`src/rtl/alu_arb.sv`:
```
// Two-requester round-robin arbiter and sequencer in front of a shared N-bit ALU.
// Latency: accept at edge T, response valid after edge T+1 (fast ops) or T+SLOW_LAT (mul/div).
// Backpressure: one op in flight; both req_ready low outside IDLE; the response holds until rsp_ready.
module alu_arb #(
    parameter int N        = 32,
    parameter int SLOW_LAT = 4
) (
    input  logic         clk,
    input  logic         rst_n,
    // requester 0
    input  logic         req0_valid,
    output logic         req0_ready,
    input  logic [N-1:0] req0_a,
    input  logic [N-1:0] req0_b,
    input  logic [3:0]   req0_sel,
    // requester 1
    input  logic         req1_valid,
    output logic         req1_ready,
    input  logic [N-1:0] req1_a,
    input  logic [N-1:0] req1_b,
    input  logic [3:0]   req1_sel,
    // tagged response channel
    output logic         rsp_valid,
    input  logic         rsp_ready,
    output logic         rsp_id,
    output logic [N-1:0] rsp_res
);

    // ALU op codes
    localparam logic [3:0] OP_ADD = 4'd0;
    localparam logic [3:0] OP_SUB = 4'd1;
    localparam logic [3:0] OP_MUL = 4'd2;
    localparam logic [3:0] OP_DIV = 4'd3;
    localparam logic [3:0] OP_AND = 4'd4;
    localparam logic [3:0] OP_OR  = 4'd5;
    localparam logic [3:0] OP_XOR = 4'd6;
    localparam logic [3:0] OP_GE  = 4'd7;
    localparam logic [3:0] OP_LT  = 4'd8;
    localparam logic [3:0] OP_EQ  = 4'd9;
    localparam logic [3:0] OP_NE  = 4'd10;

    // Execute-cycle count for mul/div; the counter is 4 bits so 1..15 fits.
    localparam logic [3:0] SLOW_CNT = 4'(SLOW_LAT);
    localparam logic [3:0] FAST_CNT = 4'd1;

    typedef enum logic [1:0] {
        IDLE = 2'd0,
        EXEC = 2'd1,
        RESP = 2'd2
    } state_t;

    state_t       state;
    state_t       state_nxt;

    // Tie-break pointer: 0 favours requester 0, 1 favours requester 1.
    logic         prio;

    // Operands and tag captured at acceptance; the ALU only ever sees these.
    logic [N-1:0] op_a;
    logic [N-1:0] op_b;
    logic [3:0]   op_sel;
    logic         op_id;
    logic [3:0]   cnt;

    logic         grant0;
    logic         grant1;
    logic         accept;
    logic         gnt_id;
    logic [N-1:0] in_a;
    logic [N-1:0] in_b;
    logic [3:0]   in_sel;
    logic [3:0]   cnt_load;
    logic         exec_done;
    logic         rsp_fire;
    logic [N-1:0] alu_res;

    // Round-robin grant: only in IDLE, a lone request wins, a tie goes to the favoured side.
    always_comb begin
        grant0 = 1'b0;
        grant1 = 1'b0;
        if (state == IDLE) begin
            if (req0_valid && (!req1_valid || !prio)) begin
                grant0 = 1'b1;
            end else if (req1_valid) begin
                grant1 = 1'b1;
            end
        end
    end

    assign req0_ready = grant0;
    assign req1_ready = grant1;
    assign accept     = grant0 | grant1;
    assign gnt_id     = grant1;

    // Payload of the granted requester and the execute length it needs.
    always_comb begin
        in_a     = gnt_id ? req1_a   : req0_a;
        in_b     = gnt_id ? req1_b   : req0_b;
        in_sel   = gnt_id ? req1_sel : req0_sel;
        cnt_load = ((in_sel == OP_MUL) || (in_sel == OP_DIV)) ? SLOW_CNT : FAST_CNT;
    end

    // State register.
    always_ff @(posedge clk or negedge rst_n) begin
        if (!rst_n) begin
            state <= IDLE;
        end else begin
            state <= state_nxt;
        end
    end

    // Next-state and FSM outputs; a request seen in RESP waits for the following IDLE cycle.
    always_comb begin
        state_nxt = state;
        rsp_valid = 1'b0;
        exec_done = 1'b0;
        rsp_fire  = 1'b0;
        case (state)
            IDLE: begin
                if (accept) begin
                    state_nxt = EXEC;
                end
            end
            EXEC: begin
                if (cnt == 4'd1) begin
                    exec_done = 1'b1;
                    state_nxt = RESP;
                end
            end
            RESP: begin
                rsp_valid = 1'b1;
                if (rsp_ready) begin
                    rsp_fire  = 1'b1;
                    state_nxt = IDLE;
                end
            end
            default: begin
                state_nxt = IDLE;
            end
        endcase
    end

    // Pointer moves only on acceptance, to favour the requester that was not just served.
    always_ff @(posedge clk or negedge rst_n) begin
        if (!rst_n) begin
            prio <= 1'b0;
        end else if (accept) begin
            prio <= ~gnt_id;
        end
    end

    // Capture operands, op code and tag once, at acceptance.
    always_ff @(posedge clk or negedge rst_n) begin
        if (!rst_n) begin
            op_a   <= '0;
            op_b   <= '0;
            op_sel <= '0;
            op_id  <= 1'b0;
        end else if (accept) begin
            op_a   <= in_a;
            op_b   <= in_b;
            op_sel <= in_sel;
            op_id  <= gnt_id;
        end
    end

    // Execute counter: loaded on acceptance, counts down while in EXEC.
    always_ff @(posedge clk or negedge rst_n) begin
        if (!rst_n) begin
            cnt <= '0;
        end else if (accept) begin
            cnt <= cnt_load;
        end else if (state == EXEC) begin
            cnt <= cnt - 4'd1;
        end
    end

    // Shared ALU; divide by zero is forced to all ones so no X ever escapes.
    always_comb begin
        alu_res = '0;
        case (op_sel)
            OP_ADD:  alu_res = op_a + op_b;
            OP_SUB:  alu_res = op_a - op_b;
            OP_MUL:  alu_res = op_a * op_b;
            OP_DIV:  alu_res = (op_b == '0) ? '1 : (op_a / op_b);
            OP_AND:  alu_res = op_a & op_b;
            OP_OR:   alu_res = op_a | op_b;
            OP_XOR:  alu_res = op_a ^ op_b;
            OP_GE:   alu_res = {{(N-1){1'b0}}, (op_a >= op_b)};
            OP_LT:   alu_res = {{(N-1){1'b0}}, (op_a <  op_b)};
            OP_EQ:   alu_res = {{(N-1){1'b0}}, (op_a == op_b)};
            OP_NE:   alu_res = {{(N-1){1'b0}}, (op_a != op_b)};
            default: alu_res = '0;
        endcase
    end

    // Result register: loaded on the last execute cycle, held through RESP until taken.
    always_ff @(posedge clk or negedge rst_n) begin
        if (!rst_n) begin
            rsp_res <= '0;
        end else if (exec_done) begin
            rsp_res <= alu_res;
        end else if (rsp_fire) begin
            rsp_res <= rsp_res;
        end
    end

    assign rsp_id = op_id;

endmodule

```
`config.mk`:
```
export PLATFORM = sky130hd
export DESIGN_NAME = alu_arb
export DESIGN_NICKNAME = d
export VERILOG_FILES = /design/src/rtl/alu_arb.sv
export SDC_FILE = /design/constraint.sdc
export NUM_CORES = 2
export LEC_CHECK = 0
export CAP_MARGIN = 40
export CORE_UTILIZATION = 55
export CTS_BUF_LIST = sky130_fd_sc_hd__clkbuf_8
export DETAILED_ROUTE_END_ITERATION = 16
export GPL_TIMING_DRIVEN = 0
export MAX_ROUTING_LAYER = met4
export PLACE_DENSITY = 0.73
export SETUP_SLACK_MARGIN = 0.3
export SLEW_MARGIN = 20
export SYNTH_ARGS = -nofsm -noshare
export SYNTH_HDL_FRONTEND = slang
export SYNTH_SLANG_ARGS = --single-unit
```
`constraint.sdc`:
```
create_clock -name clk -period 81.3 [get_ports clk]
set_input_delay 16.26 -clock clk [delete_from_list [all_inputs] [get_ports clk]]
set_output_delay 16.26 -clock clk [all_outputs]
set_load 0.03 [all_outputs]
```
Word level (Yosys, flattened, before mapping)
Index checks and enable logic that the tools add are counted.
Cells by class
  bitwise logic cells: 5
  magnitude comparators: 2
  eq/ne operators: 20
  mux-type cells: 20
  div/mod/pow operators: 1
  add/subtract/negate cells: 3
  multiply operators: 1
  reduce and logical (&&, ||, !) cells: 10
Operator list (number)
  $pmux W32 S11: 1
  $mux W32: 3
  $add A32 B32 Y32: 1
  $and A32 B32 Y32: 1
  $div A32 B32 Y32: 1
  $eq A32 B32 Y1: 1
  $ge A32 B32 Y1: 1
  $logic_not A32 Y1: 1
  $lt A32 B32 Y1: 1
  $mul A32 B32 Y32: 1
  $ne A32 B32 Y1: 1
  $or A32 B32 Y32: 1
  $sub A32 B32 Y32: 1
  $xor A32 B32 Y32: 1
  $eq A4 B2 Y1 const B: 4
  $eq A4 B3 Y1 const B: 4
  $eq A4 B4 Y1 const B: 3
  $mux W4: 3
  $eq A4 B1 Y1 const B: 2
  $mux W1: 8
  $mux W2: 3
  $ne A2 B2 Y1 const B: 3
  $pmux W2 S3: 1
  $logic_not A4 Y1: 1
  12 further kinds: 14
Storage, ports and cells
  register bits: 108
  output and inout port bits: 36
  logic and storage cells: 70
  input bits: 141

Logic depth before layout (Yosys ltp)
  word-level depth: 10
  depth in mapped cells: 336
  mapped depth without buffers: 308

Worst setup path after synthesis
Ideal clock, no wire load.
  path type: register to register
  start: register op_b[23]
  end: register rsp_res[0]
  clock period less this slack: 68.534 ns
  buffers on the path: 39
  setup time: 0.121 ns
  setup slack: 12.766 ns
  stages on the path, launching flop included: 305
  arrival time: 68.413 ns
  required time: 81.179 ns
  cells stage by stage: dfrtp_1 > or4_1 > buf_2 > or3_1 > buf_2 > clkbuf_1 > nor3_1 > clkbuf_1 > nand2_1 > nor2_1 > a21oi_1 > a21oi_1 > ha_1 > or4b_2 > o211ai_1 > o21ai_0 > ha_1 > o211ai_1 > [269 not listed] > clkbuf_1 > nor2_1 > a21oi_1 > o21ai_0 > ha_1 > a21oi_1 > nor2b_1 > o21ai_0 > nand2b_1 > a21oi_1 > nor2b_1 > o21ai_0 > nand2b_1 > a211oi_1 > o21ai_0 > a21oi_1 > o221ai_1 > a22o_1
Between the ends
  cells in the longest elaborated chain, start to end: 3
  elaborated cells between the ends (all ways): 8
  those cells by class: 1 x div; 2 x order compare; 2 x eq/ne; 2 x mux; 1 x reduce/logical
RTL lines
  from (decl): line 60  | logic [N-1:0] op_b;
  from (signal assigned): line 161  | op_b <= in_b;
  $div A32 B32 Y32 or $logic_not A32 Y1 (tied branches): line 185  | OP_DIV: alu_res = (op_b == '0) ? '1 : (op_a / op_b);
  $mux W32: line 185
  $pmux W32 S11 (*): line 181  | case (op_sel)
  to (signal assigned): line 202  | rsp_res <= alu_res;
  to (signal assigned): line 204  | rsp_res <= rsp_res;
  to (decl): line 26  | output logic [N-1:0] rsp_res
Mark *: on every way between the ends. The rest lies on a longest branch, timed or not.
A chain may end at the register's enable or synchronous reset.

Final worst setup path
  start: register op_b[22]
  end: register rsp_res[0]
Same word-level chain as after synthesis.

==> impl_summary.log <==
[metrics] Yosys warning total: 0
[metrics] register-to-register setup slack: between 2 and 2.5 ns
[metrics] kind of path behind the tightest hold check: flip-flop to flip-flop
[metrics] count of vias placed by the detailed router: roughly 63000
[metrics] first-pass GRT wire length: between 300000 and 400000 um
[metrics] gr ovfl total: 0
[metrics] number of flip-flops and latches in the synthesized netlist: 108
[metrics] Seq/Total Area, Yosys: 0.0498
[metrics] CTS H-tree lvls: 3
[metrics] Slew @ Worst Pin: 1.13 ns
[metrics] Initial Util: 0.558
[metrics] maximum number of pins on one net before global-route repair: 73
[metrics] Largest stage delay, worst path: about 0.67 ns
[metrics] port bufs: 176
[metrics] Maximum Capacitance Violations: 0
[metrics] buffers from clock root to sink, at most: 2
[metrics] hold-critical path depth: 2
[metrics] Placement Cell Area: 59000 um^2
[metrics] worst hold start: rsp_res[24]
[metrics] antenna-violating nets left: 0
[metrics] number of global-route vias before repair: 58300
[metrics] clock slew at the register clock pins of the worst setup and hold paths: roughly 0.12 ns
[metrics] Min Hold Slack: between 0.5 and 0.6 ns
[metrics] std cell rows: roughly 110
[metrics] fraction of post-synthesis cell area in the top cell type by area: 0.173
[metrics] standard cell with the maximum stage delay on the critical path: or4b_2
[metrics] clock latency of the later-clocked register in the worst-skew pair: about 0.50 ns
[metrics] Sequential cell area: approximately 2700 um^2
[metrics] Slew Viols, Final: 0
[metrics] die width: 316 um
[metrics] Syn Nets: 8733
[metrics] clock tree from TritonCTS: yes
[metrics] routed wire length: ~270000 um
[metrics] worst reg2reg endpoint: rsp_res[0]
[metrics] Setup crit start kind: flip-flop
[metrics] endpoint type of the worst setup path: flip-flop
[metrics] final worst clock skew: roughly 0.036 ns
[metrics] CP most frequent cell: ha_1
[metrics] Yosys top cell by area: ha_1
[metrics] final core occ: 0.624
[metrics] critical path's top delay family: compound AO/OA/AOI/OAI gates
[metrics] worst hold endpoint: rsp_res[24]
[metrics] most frequent standard cell in the layout excluding fill and tap cells: nand2_1
[metrics] synthesized instance count: approximately 7400
[metrics] fraction of the cycle the final worst path needs: 0.970
[metrics] Worst Reg2Reg Path Length in Cells: 317
[metrics] final setup violation count: 0
[metrics] commonest cells after routing, fill and taps aside: nand2_1 (912), inv_1 (752), ha_1 (752)
[metrics] global router's overall resource usage: 0.538
[metrics] I/O pin cnt: approximately 180
[metrics] Chip Height: 316 um
[metrics] post-route cell area: roughly 61000 um^2
[metrics] number of DRC markers in iteration 0: 9216
[metrics] DRC: 0
[metrics] max frequency: 12.7 MHz
[metrics] Clock Sink Count: ~110
[metrics] post-synthesis async set-or-reset flop share: 1.00
[metrics] Post-CTS Hold Fix Bufs: 0
[metrics] Hold Fails Final Rpt: 0
[metrics] fillers: a little over 9000
[metrics] placed wire-length estimate: between 200000 and 250000 um
[metrics] RSZ-0062 raised after global routing: false
[metrics] GPL Wtd Cong: around 1.1
[metrics] number of vias per cell after detailed routing: ~7
[metrics] critical path buffer and inverter count: 50
[metrics] number of antenna violations at the first check in global routing: 13
[metrics] Die ar.: 100000 um^2
[metrics] Area Overhead vs Synth: 11.8%
[metrics] top cells by area, synth: ha_1 (17%), fa_1 (15%), nand2_1 (6.3%), inv_1 (5.3%), dfrtp_1 (5.0%)
[metrics] critical path fanouts, max: 10
[metrics] library cell used as clock root buffer: clkbuf_8
[metrics] DRT Pass-1 Iters: 15
[metrics] routed len/inst: 29.7 um
[metrics] count of different cell masters after synthesis: 88
[metrics] total area of multi-input combinational cells: slightly below 50000 um^2
[metrics] mean cell area of the mapped netlist: 7.31 um^2
[metrics] crit path DAT: 79.24 ns
[metrics] run status: completed
[metrics] required time of the critical path: roughly 82 ns
[metrics] Synth Flop Type: dfrtp_1
[metrics] cts bufs inserted: 9
[metrics] final critical delay including setup and external delays: 78.86 ns
[metrics] core region area: 97300 um^2
[metrics] reg-to-reg startpoint: op_b[22]
[metrics] ratio of cells with drive above 1 in the final layout: 0.0777
[metrics] worst slew margin relative to its limit: 0.248
[metrics] area of the mapped netlist: 54300 um^2
[metrics] kind of critical path: flip-flop to flip-flop
[metrics] number of nets in the final layout: 9055
[metrics] EDFF count, synth: 0
-- cells in the mapped netlist, types with 24 or more instances --
library cell	instances
or3_1	79
a21boi_0	28
clkbuf_1	279
o21bai_1	65
o211ai_1	75
dfrtp_1	108
o22ai_1	32
and2_1	42
nand3_1	159
or4_1	25
a211oi_1	87
a31oi_1	92
mux2i_1	44
mux2_2	73
xnor2_1	265
nor2_1	684
a31o_2	28
and3_1	53
buf_1	44
a21oi_1	529
o21a_1	141
a211o_1	24
o21ai_0	348
inv_1	770
or2_2	49
ha_1	752
a221oi_1	28
a222oi_1	66
nand2_1	914
o221ai_1	26
nand4_1	70
a21o_1	187
nor2b_1	53
nor4_1	57
fa_1	410
nand2b_1	48
xor2_1	154
nor3_1	180
o31ai_1	46
-- what timing repair did --
action | in CTS | in global routing
gates resized for setup | 170 | 204
buffers inserted | 9 | 20
pin swaps | 6 | 18
endpoints found under the setup margin | 4 | 3
-- state kept, by name (all words and copies together) (netlist names) --
register  flops
rsp_res      32
state         2
rsp_id        1
op_a         32
cnt           4
prio          1
op_sel        4
op_b         32
-- routing by layer --
metal,share of wire,vias to the layer above,track usage
met5,0,-,-
met4,0.073,0,0.317
met3,0.16,1159,0.198
met2,0.39,4740,0.725
met1,0.38,29900,0.680
li1,-,27000,-
-- cell type report --
cell class,instances,share of cell area
diodes,25,0.00103
plain buffers,326,0.0238
clock buffers,10,0.00227
clock inverters,6,0.00107
inverters,775,0.0484
multi-input cells,6221,0.798
flip-flops and latches,108,0.0445
well taps,1276,0.0263
repair buffers,311,0.0548
-- how the worst max path moves through the flow --
stage / from / end / slack (ns) / depth (start not counted)
after global placement: op_b[30] / rsp_res[0] / -18.50 / 306
after floorplan: op_b[23] / rsp_res[0] / 12.77 / 304
after global routing: op_b[22] / rsp_res[0] / 0.1 / 315
after detailed placement: op_b[30] / rsp_res[0] / -13.21 / 308
final: op_b[22] / rsp_res[0] / 2.44 / 317
after CTS: op_b[22] / rsp_res[0] / 0.37 / 321
-- metrics by stage --
step	cells	setup WS, ns	TNS (ns)
2_1_floorplan	7430	12.77	0
3_3_place_gp	8882	-18.50	-58.16
3_5_place_dp	8974	-13.21	-34.49
4_1_cts	8999	0.372	0
5_1_grt	9049	0.0966	0
6_report	9058	2.44	0
-- worst reg2reg max path, delay by kind of cell (launching register included) --
kind / cells / cell delay [ns]
buf+inv: 50 / 12.38
simple gates: 84 / 18.54
fa+ha+maj: 31 / 9.97
mux: 5 / 1.74
flops: 1 / 0.57
compound gates: 147 / 35.57
-- kinds of logic after synthesis --
logic type | Yosys count | synth area share
buffers and inverters | 1101 | 0.0761
AND/OR/NAND/NOR | 2477 | 0.207
flip-flops | 108 | 0.0498
AO/OA/AOI/OAI | 2046 | 0.252
multiplexers | 117 | 0.0232
XOR/XNOR | 419 | 0.0676
adder cells (fa/ha/maj) | 1162 | 0.324
Power is not shown: default switching activity piles up to over one toggle a cycle in this logic, so the estimate is an artifact.
